## src/rtl/serial_addsub_pkg.sv

```systemverilog
// Shared definitions for the bit-serial add/subtract tile: FSM encoding,
// uio bit positions and the carry majority helper.
package serial_addsub_pkg;

  typedef enum logic [1:0] {
    IDLE = 2'd0,
    RUN  = 2'd1,
    DONE = 2'd2
  } state_e;

  // uio_in control bits
  localparam int BIT_LOAD_A = 0;
  localparam int BIT_LOAD_B = 1;
  localparam int BIT_START  = 2;
  localparam int BIT_SUB    = 3;
  // uio_out status bits
  localparam int BIT_BUSY   = 4;
  localparam int BIT_DONE   = 5;
  localparam int BIT_COUT   = 6;
  localparam int BIT_OVF    = 7;

  localparam logic [7:0] UIO_OE_MASK = 8'hF0;

  function automatic logic maj3(input logic x, input logic y, input logic z);
    return (x & y) | (x & z) | (y & z);
  endfunction

endpackage

```

## src/rtl/serial_fa_cell.sv

```systemverilog
// One full-adder bit with its carry flop. The carry is seeded on init
// (0 for add, 1 for subtract) and otherwise advances once per enabled cycle.
module serial_fa_cell
  import serial_addsub_pkg::*;
(
  input  logic clk,
  input  logic rst_n,
  input  logic en,
  input  logic init,
  input  logic cin_init,
  input  logic a,
  input  logic b,
  output logic s,
  output logic carry
);

  logic carry_q;
  logic carry_d;

  // Next carry: seed value at init, majority of the current bit otherwise.
  always_comb begin
    carry_d = carry_q;
    if (init) carry_d = cin_init;
    else      carry_d = maj3(a, b, carry_q);
  end

  // Carry flop, frozen while en is low.
  always_ff @(posedge clk or negedge rst_n) begin
    if (!rst_n)  carry_q <= 1'b0;
    else if (en) carry_q <= carry_d;
  end

  assign s     = a ^ b ^ carry_q;
  assign carry = carry_q;

endmodule

```

## src/rtl/tt_um_serial_addsub.sv

```systemverilog
// Bit-serial WIDTH-bit adder/subtractor tile. Operands load over ui_in,
// one result bit is produced per enabled clock, LSB first.
// Optional build macro SERIAL_ADDSUB_SAT_EN: saturate the result on signed
// overflow instead of wrapping.
module tt_um_serial_addsub
  import serial_addsub_pkg::*;
#(
  parameter int WIDTH = 8
) (
  input  logic       clk,
  input  logic       rst_n,
  input  logic       ena,
  input  logic [7:0] ui_in,
  input  logic [7:0] uio_in,
  output logic [7:0] uo_out,
  output logic [7:0] uio_out,
  output logic [7:0] uio_oe
);

  localparam int CNT_W = $clog2(WIDTH);

  state_e             state_q, state_d;
  logic [WIDTH-1:0]   a_q, b_q, wa_q, wb_q, res_q;
  logic [CNT_W-1:0]   bitcnt_q;
  logic               sub_q, amsb_q, bmsb_q;
  logic [7:0]         uo_q;
  logic               cout_q, ovf_q;

  logic               load_ok, start_acc, running, last_bit;
  logic [WIDTH-1:0]   b_eff, res_fin, res_out;
  logic               fa_s, fa_carry, carry_fin, ovf_fin;
  logic               unused_in;

  // Loads and starts are honoured only outside RUN and only while enabled.
  assign load_ok   = ena && (state_q != RUN);
  assign start_acc = load_ok && uio_in[BIT_START];
  assign running   = ena && (state_q == RUN);
  assign last_bit  = (bitcnt_q == CNT_W'(WIDTH - 1));
  assign b_eff     = uio_in[BIT_SUB] ? ~b_q : b_q;

  serial_fa_cell u_fa (
    .clk      (clk),
    .rst_n    (rst_n),
    .en       (start_acc | running),
    .init     (start_acc),
    .cin_init (uio_in[BIT_SUB]),
    .a        (wa_q[0]),
    .b        (wb_q[0]),
    .s        (fa_s),
    .carry    (fa_carry)
  );

  // Carry out of the final bit, and the completed result word on the last RUN cycle.
  assign carry_fin = maj3(wa_q[0], wb_q[0], fa_carry);
  assign res_fin   = {fa_s, res_q[WIDTH-1:1]};
  assign ovf_fin   = (amsb_q == bmsb_q) && (fa_s != amsb_q);

  // Result selection: wrap-around, or clamp toward the operand sign on overflow.
  always_comb begin
    res_out = res_fin;
`ifdef SERIAL_ADDSUB_SAT_EN
    if (ovf_fin) begin
      res_out = amsb_q ? {1'b1, {(WIDTH-1){1'b0}}} : {1'b0, {(WIDTH-1){1'b1}}};
    end
`endif
  end

  // FSM state register.
  always_ff @(posedge clk or negedge rst_n) begin
    if (!rst_n) state_q <= IDLE;
    else        state_q <= state_d;
  end

  // FSM next state; ena gating is already folded into start_acc/running.
  always_comb begin
    state_d = state_q;
    unique case (state_q)
      IDLE, DONE: if (start_acc)            state_d = RUN;
      RUN:        if (running && last_bit)  state_d = DONE;
      default:                              state_d = IDLE;
    endcase
  end

  // FSM outputs and fixed pad directions.
  always_comb begin
    uio_out           = 8'h00;
    uio_out[BIT_BUSY] = (state_q == RUN);
    uio_out[BIT_DONE] = (state_q == DONE);
    uio_out[BIT_COUT] = cout_q;
    uio_out[BIT_OVF]  = ovf_q;
    uo_out            = uo_q;
    uio_oe            = UIO_OE_MASK;
  end

  // Operand hold regs, serial shift regs, bit counter and result/flag registers.
  always_ff @(posedge clk or negedge rst_n) begin
    if (!rst_n) begin
      a_q      <= '0;
      b_q      <= '0;
      wa_q     <= '0;
      wb_q     <= '0;
      res_q    <= '0;
      bitcnt_q <= '0;
      sub_q    <= 1'b0;
      amsb_q   <= 1'b0;
      bmsb_q   <= 1'b0;
      uo_q     <= 8'h00;
      cout_q   <= 1'b0;
      ovf_q    <= 1'b0;
    end else begin
      if (load_ok && uio_in[BIT_LOAD_A]) a_q <= ui_in[WIDTH-1:0];
      if (load_ok && uio_in[BIT_LOAD_B]) b_q <= ui_in[WIDTH-1:0];
      if (start_acc) begin
        // Uses the pre-load operand values even if a load happens this cycle.
        sub_q    <= uio_in[BIT_SUB];
        wa_q     <= a_q;
        wb_q     <= b_eff;
        amsb_q   <= a_q[WIDTH-1];
        bmsb_q   <= b_eff[WIDTH-1];
        bitcnt_q <= '0;
      end else if (running) begin
        wa_q     <= wa_q >> 1;
        wb_q     <= wb_q >> 1;
        res_q    <= res_fin;
        bitcnt_q <= bitcnt_q + CNT_W'(1);
        if (last_bit) begin
          uo_q   <= 8'(res_out);
          cout_q <= sub_q ? ~carry_fin : carry_fin;
          ovf_q  <= ovf_fin;
        end
      end
    end
  end

  assign unused_in = ^{ui_in, uio_in[7:4]};

endmodule

```

## config.mk

```make
export PLATFORM = sky130hd
export DESIGN_NAME = tt_um_serial_addsub
export DESIGN_NICKNAME = d
export VERILOG_FILES = /design/src/rtl/serial_addsub_pkg.sv /design/src/rtl/serial_fa_cell.sv /design/src/rtl/tt_um_serial_addsub.sv
export SDC_FILE = /design/constraint.sdc
export NUM_CORES = 1
export LEC_CHECK = 0
export BUFFER_PORTS_ARGS = -buffer_cell sky130_fd_sc_hd__buf_2
export CAP_MARGIN = 10
export CORE_MARGIN = 10
export CORE_UTILIZATION = 55
export DETAILED_ROUTE_END_ITERATION = 10
export PLACE_DENSITY = 0.77
export SLEW_MARGIN = 25
export SYNTH_ARGS = -nofsm -noshare
export SYNTH_HDL_FRONTEND = slang
export SYNTH_SLANG_ARGS = --single-unit
```

## constraint.sdc

```tcl
create_clock -name clk -period 2 [get_ports clk]
set_input_delay 0.3 -clock clk [delete_from_list [all_inputs] [get_ports clk]]
set_output_delay 0.3 -clock clk [all_outputs]
set_load 0.02 [all_outputs]
```

==> results of run 1 <==
-- power by group through the flow --
stage	Combinational, mW	Sequential, mW	Clock, mW
2_1_floorplan	0.953	1.98	0
3_3_place_gp	1.21	1.98	0
3_5_place_dp	1.25	2.00	0
4_1_cts	1.25	1.98	0.964
5_1_grt	1.38	2.04	1.01
6_report	1.23	1.97	0.934
-- cell usage in the layout, fill, tap and decap left out, types with 2 or more instances in the layout --
| cell | count |
|---|---|
| clkbuf_8 | 11 |
| and2_0 | 3 |
| buf_2 | 26 |
| conb_1 | 12 |
| clkinv_2 | 3 |
| and3b_1 | 2 |
| xnor2_1 | 8 |
| buf_4 | 4 |
| mux2_2 | 28 |
| a22o_1 | 4 |
| dfrtp_1 | 58 |
| mux2i_1 | 12 |
| and2_1 | 5 |
| nand3_1 | 2 |
| ha_1 | 2 |
| o21ai_0 | 4 |
| a221o_1 | 9 |
| nand2_1 | 26 |
-- kinds of logic after synthesis --
family | Yosys count | share of synthesized area, %
other | 2 | 0.2928
buffers and inverters | 24 | 6.293
adders and majority gates | 3 | 1.756
DFF | 58 | 56.59
and+or+nand+nor | 45 | 8.829
AOI/OAI and AO/OA | 19 | 6.195
xor gates and xnor gates | 9 | 3.073
muxes | 40 | 16.98
-- per-layer routing --
metal / up-vias / track usage (%)
li1: 729 / -
met1: 781 / 15.64
met2: 45 / 20.63
met3: 5 / 5.882
met4: 0 / 4.846
met5: - / 0
-- final cells by class --
cell class / count / area, µm²
multi-input combinational: 128 / 989.7
tap: 52 / 65.06
inverter: 1 / 6.256
timing repair buffer: 32 / 190.2
clock inverter: 3 / 15.01
sequential: 58 / 1451
fill: 374 / 1572
clock buffer: 12 / 155.1
-- worst max-delay path, delay by kind of cell, from the launching register on --
kind | cells | cell delay [ps]
buffers and inverters | 1 | 350
adder cells (fa/ha/maj) | 2 | 290
flip-flops | 1 | 360
AO/OA/AOI/OAI | 1 | 70
AND/OR/NAND/NOR | 2 | 550
-- flip-flops by register name (all words and copies together) (netlist names), 2 cells and up --
register  flops
a_q           8
b_q           8
bitcnt_q      3
res_q         7
state_q       2
uo_out        8
wa_q          8
wb_q          8
-- per-stage QoR --
stage | utilization (%) | instance area [µm²] | hold slack [ps] | std cells
after floorplan | - | 2603 | 4.409 | 210
after global placement | 60.59 | 2693 | 326.6 | 270
final | 64.64 | 2873 | 216.2 | 286
after detailed placement | 60.59 | 2693 | 336.4 | 270
after CTS | 64.64 | 2873 | 203.4 | 286
after global routing | 64.64 | 2873 | 208.8 | 286
-- final timing paths --
kind | startpoint | end | slack (ps) | depth (start not counted)
hold / removal | ui_in[5] | a_q[5] | 220 | 2
hold reg to reg | cout_q | cout_q | 480 | 2
max in group asynchronous | rst_n | b_q[1] | 910 | 3
min in group asynchronous | rst_n | uo_out[2] | 510 | 2
setup reg to reg | bitcnt_q[0] | ovf_q | 250 | 6
setup / recovery | bitcnt_q[0] | ovf_q | 250 | 6
==> flow_metrics.py, run 1 <==
metrics = {
    "pwr": {
        "p_int_mw": 2.817,
        "power_mw": 4.139,
        "switching_share_pct": 31.95,
        "power_density_nw_per_um2": 1441,
        "power_leakage_nw": 1.435,
        "power_frac_clock_pct": 22.6,
        "p_sw_mw": 1.322,
        "max-vdd-ir-drop_v": 0.0007551,
        "comb_power_share_pct": 29.8,
        "pwr-share-seq_pct": 47.7,
    },
    "finish": {
        "drive_above_1_share_pct": 32.91,
        "diodes": 0,
        "area.growth.synth_to_final_pct": 12.00,
        "fin_nets": 252,
    },
    "place": {
        "dp_slack_ps": 238.8,
        "portBuffers": 26,
        "gp_congestion": 0.7242,
        "dpl.hpwl_um": 3205,
    },
    "setup_path": {
        "slowest_stage": "nand4b_1",
        "path_cells": "ha_1, ha_1, nand4b_1, buf_4, nand2_1, o21ai_0",
        "cp-start-kind": "flop",
        "worstPathArrival_ps": 1950,
        "path_max_fanout": 11,
        "cpPeakStageDelay_ps": 490,
        "criticalPathCategory": "flop to flop",
        "cp.required_ps": 2210,
        "worst_path_most_repeated_cell": "ha_1",
        "end_kind": "flop",
    },
    "timing": {
        "finalMaxSlewViolations": 0,
        "finalSetupViolations": 0,
        "rsz0062_at_grt": "false",
        "hold_viol_final": 0,
        "setup_ws_ps": 253.4,
        "relSlewSlack_pct": 54.64,
        "clock.fmax_mhz": 572.6,
        "tightest_slew_ps": 680.5,
        "layout_min_cycle_time_ps": 1747,
        "fin_tns_setup_ps": 0,
        "fin_skew_ps": 8.190,
        "period_share_pct": 87.33,
    },
    "grt": {
        "grt_pass1_vias": 1601,
        "grt_util_all_layers_pct": 13.15,
        "grt_pass1_wl_um": 7838,
        "grt_max_degree": 34,
        "antenna_found_initial": 0,
        "overflow": 0,
    },
    "synthesis": {
        "synth_area_um2": 2565,
        "async_reset_ff_share_pct": 100.0,
        "synth_cells": 200,
        "yosys-top-cells-count": "58 x dfrtp_1, 28 x mux2_2, 26 x nand2_1",
        "yosys-top-cells-area": "dfrtp_1 57%, mux2_2 12%, mux2i_1 4.7%",
        "syn_avg_cell_area_um2": 12.82,
        "seq_area_frac_synth_pct": 56.59,
        "ys_seq_elements": 58,
        "post-synth-top-count-cell": "dfrtp_1",
        "netlist.area_leader.share_pct": 56.59,
        "yosysTopAreaCell": "dfrtp_1",
        "synth-edff-count": 0,
        "synth_warnings": 0,
        "ys.flop_type": "dfrtp_1",
        "synth_cell_type_count": 28,
    },
    "die": {
        "io_pins": 43,
        "initial_utilization_pct": 57.71,
        "placementRows": 24,
        "die_w_um": 88.29,
        "dieArea_um2": 7795,
        "core_um2": 4444,
        "die_h_um": 88.29,
    },
    "detailed_routing": {
        "wl_met3_um": 363,
        "postRouteAntennaNets": 0,
        "wl_met2_um": 2129,
        "routed-via-count": 1560,
        "drc_errors": 0,
        "wl_per_cell_um": 16.19,
        "top_layer": "met4",
        "drt_pass1_iterations": 4,
        "met1_length_um": 2099,
        "drtIter0Drc": 77,
        "drt_wl_total_um": 4629,
        "viasPerCell": 5.455,
    },
    "clock_tree": {
        "cts_setup_buffers": 0,
        "root_buffer": "clkbuf_8",
        "numCtsBuffers": 9,
        "hold_buffers": 1,
        "clk_latency_ps": 330,
        "clockBufferDepth": 2,
        "post_cts_resized": 0,
        "cts_tree": "done",
        "clk_pin_slew_ps": 60,
        "cts.sinks": 58,
        "htreeDepth": 3,
    },
    "run": {
        "maxCapViolations": 0,
    },
    "min_path": {
        "worstHoldPathType": "input pin to flop",
    },
    "run_status": {
        "status": "completed",
    },
}
Power figures use the tool's default switching activity.
==> run 2: changes to the inputs <==
Settings changed: CORE_ASPECT_RATIO set to 1.75.
==> run 2 against run 1 <==
  * Cell count did not move
  * Combinational power about the same
  * Non-clock buffer count grew 1
  * Global-route usage is 0.41 points lower
  * Via count is 0.64% higher
  * Sequential share of layout area shrank 0.37 points
  * Sequential cell count unchanged
  * Hold slack got worse by 7.5 ps
  * Clock skew decreased by 0.90 ps
  * Sequential power hardly changed
  * Highest routed layer unchanged
  * Critical endpoint is now uo_out[7]
  * Register-to-register slack improved by 30 ps
==> flow_metrics.py, run 2 (synthesized netlist as in run 1, its figures left out) <==
metrics = {
    "setup_path": {
        "path_max_fanout": 10,
        "reg2reg_depth": 4,
        "cp-start-kind": "flop",
        "worstPathArrival_ps": 1930,
        "regToRegSetupSlack_ps": 290,
        "cp.required_ps": 2210,
        "reg2reg_to": "uo_out[7]",
        "end_kind": "flop",
        "r2r-start": "bitcnt_q[0]",
        "criticalPathCategory": "flop to flop",
    },
    "finish": {
        "fill_cells": 359,
        "drive_above_1_share_pct": 32.77,
        "mostFrequentLayoutCell": "dfrtp_1",
        "diodes": 0,
        "final_cell_mix": "58 x dfrtp_1, 28 x mux2_2, 26 x nand2_1, 26 x buf_2",
        "area.growth.synth_to_final_pct": 12.83,
        "fin_nets": 253,
        "stdcell_count": 286,
    },
    "min_path": {
        "worstHoldPathType": "input pin to flop",
        "min_from": "ui_in[0]",
        "min_path_cells": 2,
        "whs_endpoint": "b_q[0]",
    },
    "grt": {
        "grt_pass1_wl_um": 7790,
        "grt_pass1_vias": 1640,
        "overflow": 0,
        "grt_util_all_layers_pct": 12.74,
        "antenna_found_initial": 0,
        "grt_max_degree": 39,
    },
    "pwr": {
        "power_mw": 4.245,
        "max-vdd-ir-drop_v": 0.0008459,
        "power_leakage_nw": 1.444,
        "power_density_nw_per_um2": 1467,
    },
    "detailed_routing": {
        "drt_pass1_iterations": 4,
        "wl_met2_um": 2397,
        "met1_length_um": 1869,
        "routed-via-count": 1570,
        "drt_wl_total_um": 4686,
        "wl_per_cell_um": 16.38,
        "postRouteAntennaNets": 0,
        "viasPerCell": 5.490,
        "drtIter0Drc": 52,
        "wl_met3_um": 344,
        "top_layer": "met4",
        "drc_errors": 0,
    },
    "clock_tree": {
        "cts_setup_buffers": 0,
        "numCtsBuffers": 9,
        "root_buffer": "clkbuf_8",
        "htreeDepth": 3,
        "clk_pin_slew_ps": 60,
        "post_cts_resized": 0,
        "cts.sinks": 58,
        "cts_tree": "done",
        "clk_latency_ps": 330,
        "clockBufferDepth": 2,
    },
    "die": {
        "initial_utilization_pct": 57.71,
        "die_w_um": 71.62,
        "io_pins": 43,
        "die_h_um": 110.3,
        "dieArea_um2": 7903,
        "placementRows": 32,
        "core_um2": 4444,
    },
    "place": {
        "dpl.cell_count": 270,
        "dpl.hpwl_um": 3335,
        "gp_congestion": 0.7962,
        "portBuffers": 26,
    },
    "timing": {
        "period_share_pct": 85.60,
        "finalMaxSlewViolations": 0,
        "tightest_slew_ps": 688.8,
        "hold_viol_final": 0,
        "clock.fmax_mhz": 584.1,
        "rsz0062_at_grt": "false",
        "finalSetupViolations": 0,
        "fin_tns_setup_ps": 0,
        "layout_min_cycle_time_ps": 1712,
        "relSlewSlack_pct": 54.08,
        "fin_skew_ps": 7.287,
    },
    "run": {
        "maxCapViolations": 0,
    },
    "run_status": {
        "status": "completed",
    },
}
-- run 2: changes by cell type in the layout (fill, tap and decap cells not counted), sizes merged --
cell / change
clkinv: -1
buf: +1
bufinv: +1
-- run 2: worst max path at each step --
stage                            to  slack (ps)  cells after the start   startpoint
after CTS                    cout_q         240                      5  bitcnt_q[0]
after floorplan           uo_out[4]         420                      5  bitcnt_q[0]
after global placement       cout_q         290                      6  bitcnt_q[0]
after detailed placement     cout_q         270                      6  bitcnt_q[0]
final                     uo_out[7]         290                      4  bitcnt_q[0]
after global routing          ovf_q         120                      5  bitcnt_q[0]
-- run 2: worst max-delay path, cell delays in order (launching register included) --
cell	delay, ps
dfrtp_1	390
ha_1	210
ha_1	180
nand4b_1	420
mux2_2	400
-- run 2: power breakdown --
group	internal, mW	switching [mW]
registers	1.67	0.309
logic	0.640	0.597
clock network	0.598	0.425
-- run 2: what timing repair did --
action,CTS,global route
setup endpoints to repair,0,0
hold buffers,1,0
hold endpoints to repair,20,0
-- run 2: area by class of cell --
class | count | area, µm² | area share, %
Sequential cell | 58 | 1451 | 50.15
Multi-Input combinational cell | 128 | 989.7 | 34.20
Timing Repair Buffer | 33 | 197.7 | 6.831
Clock buffer | 12 | 145.1 | 5.015
Tap cell | 51 | 63.81 | 2.205
Clock inverter | 3 | 40.04 | 1.383
Inverter | 1 | 6.256 | 0.2162
-- run 2: stage by stage --
stage	util, %	setup WS (ps)	cell area, µm²	hold WS [ps]
2_1_floorplan	-	418.6	2603	4.409
3_3_place_gp	60.73	291.1	2699	293.9
3_5_place_dp	60.73	265.6	2699	300.4
4_1_cts	65.12	244.4	2894	200.4
5_1_grt	65.12	121.2	2894	205.5
6_report	65.12	288.0	2894	208.6
-- run 2: routing by layer --
metal  GRT usage [%]  vias up
met5               0        -
met4           6.667        0
met3           5.372        7
met2           20.32       49
met1           14.18      779
li1                -      735
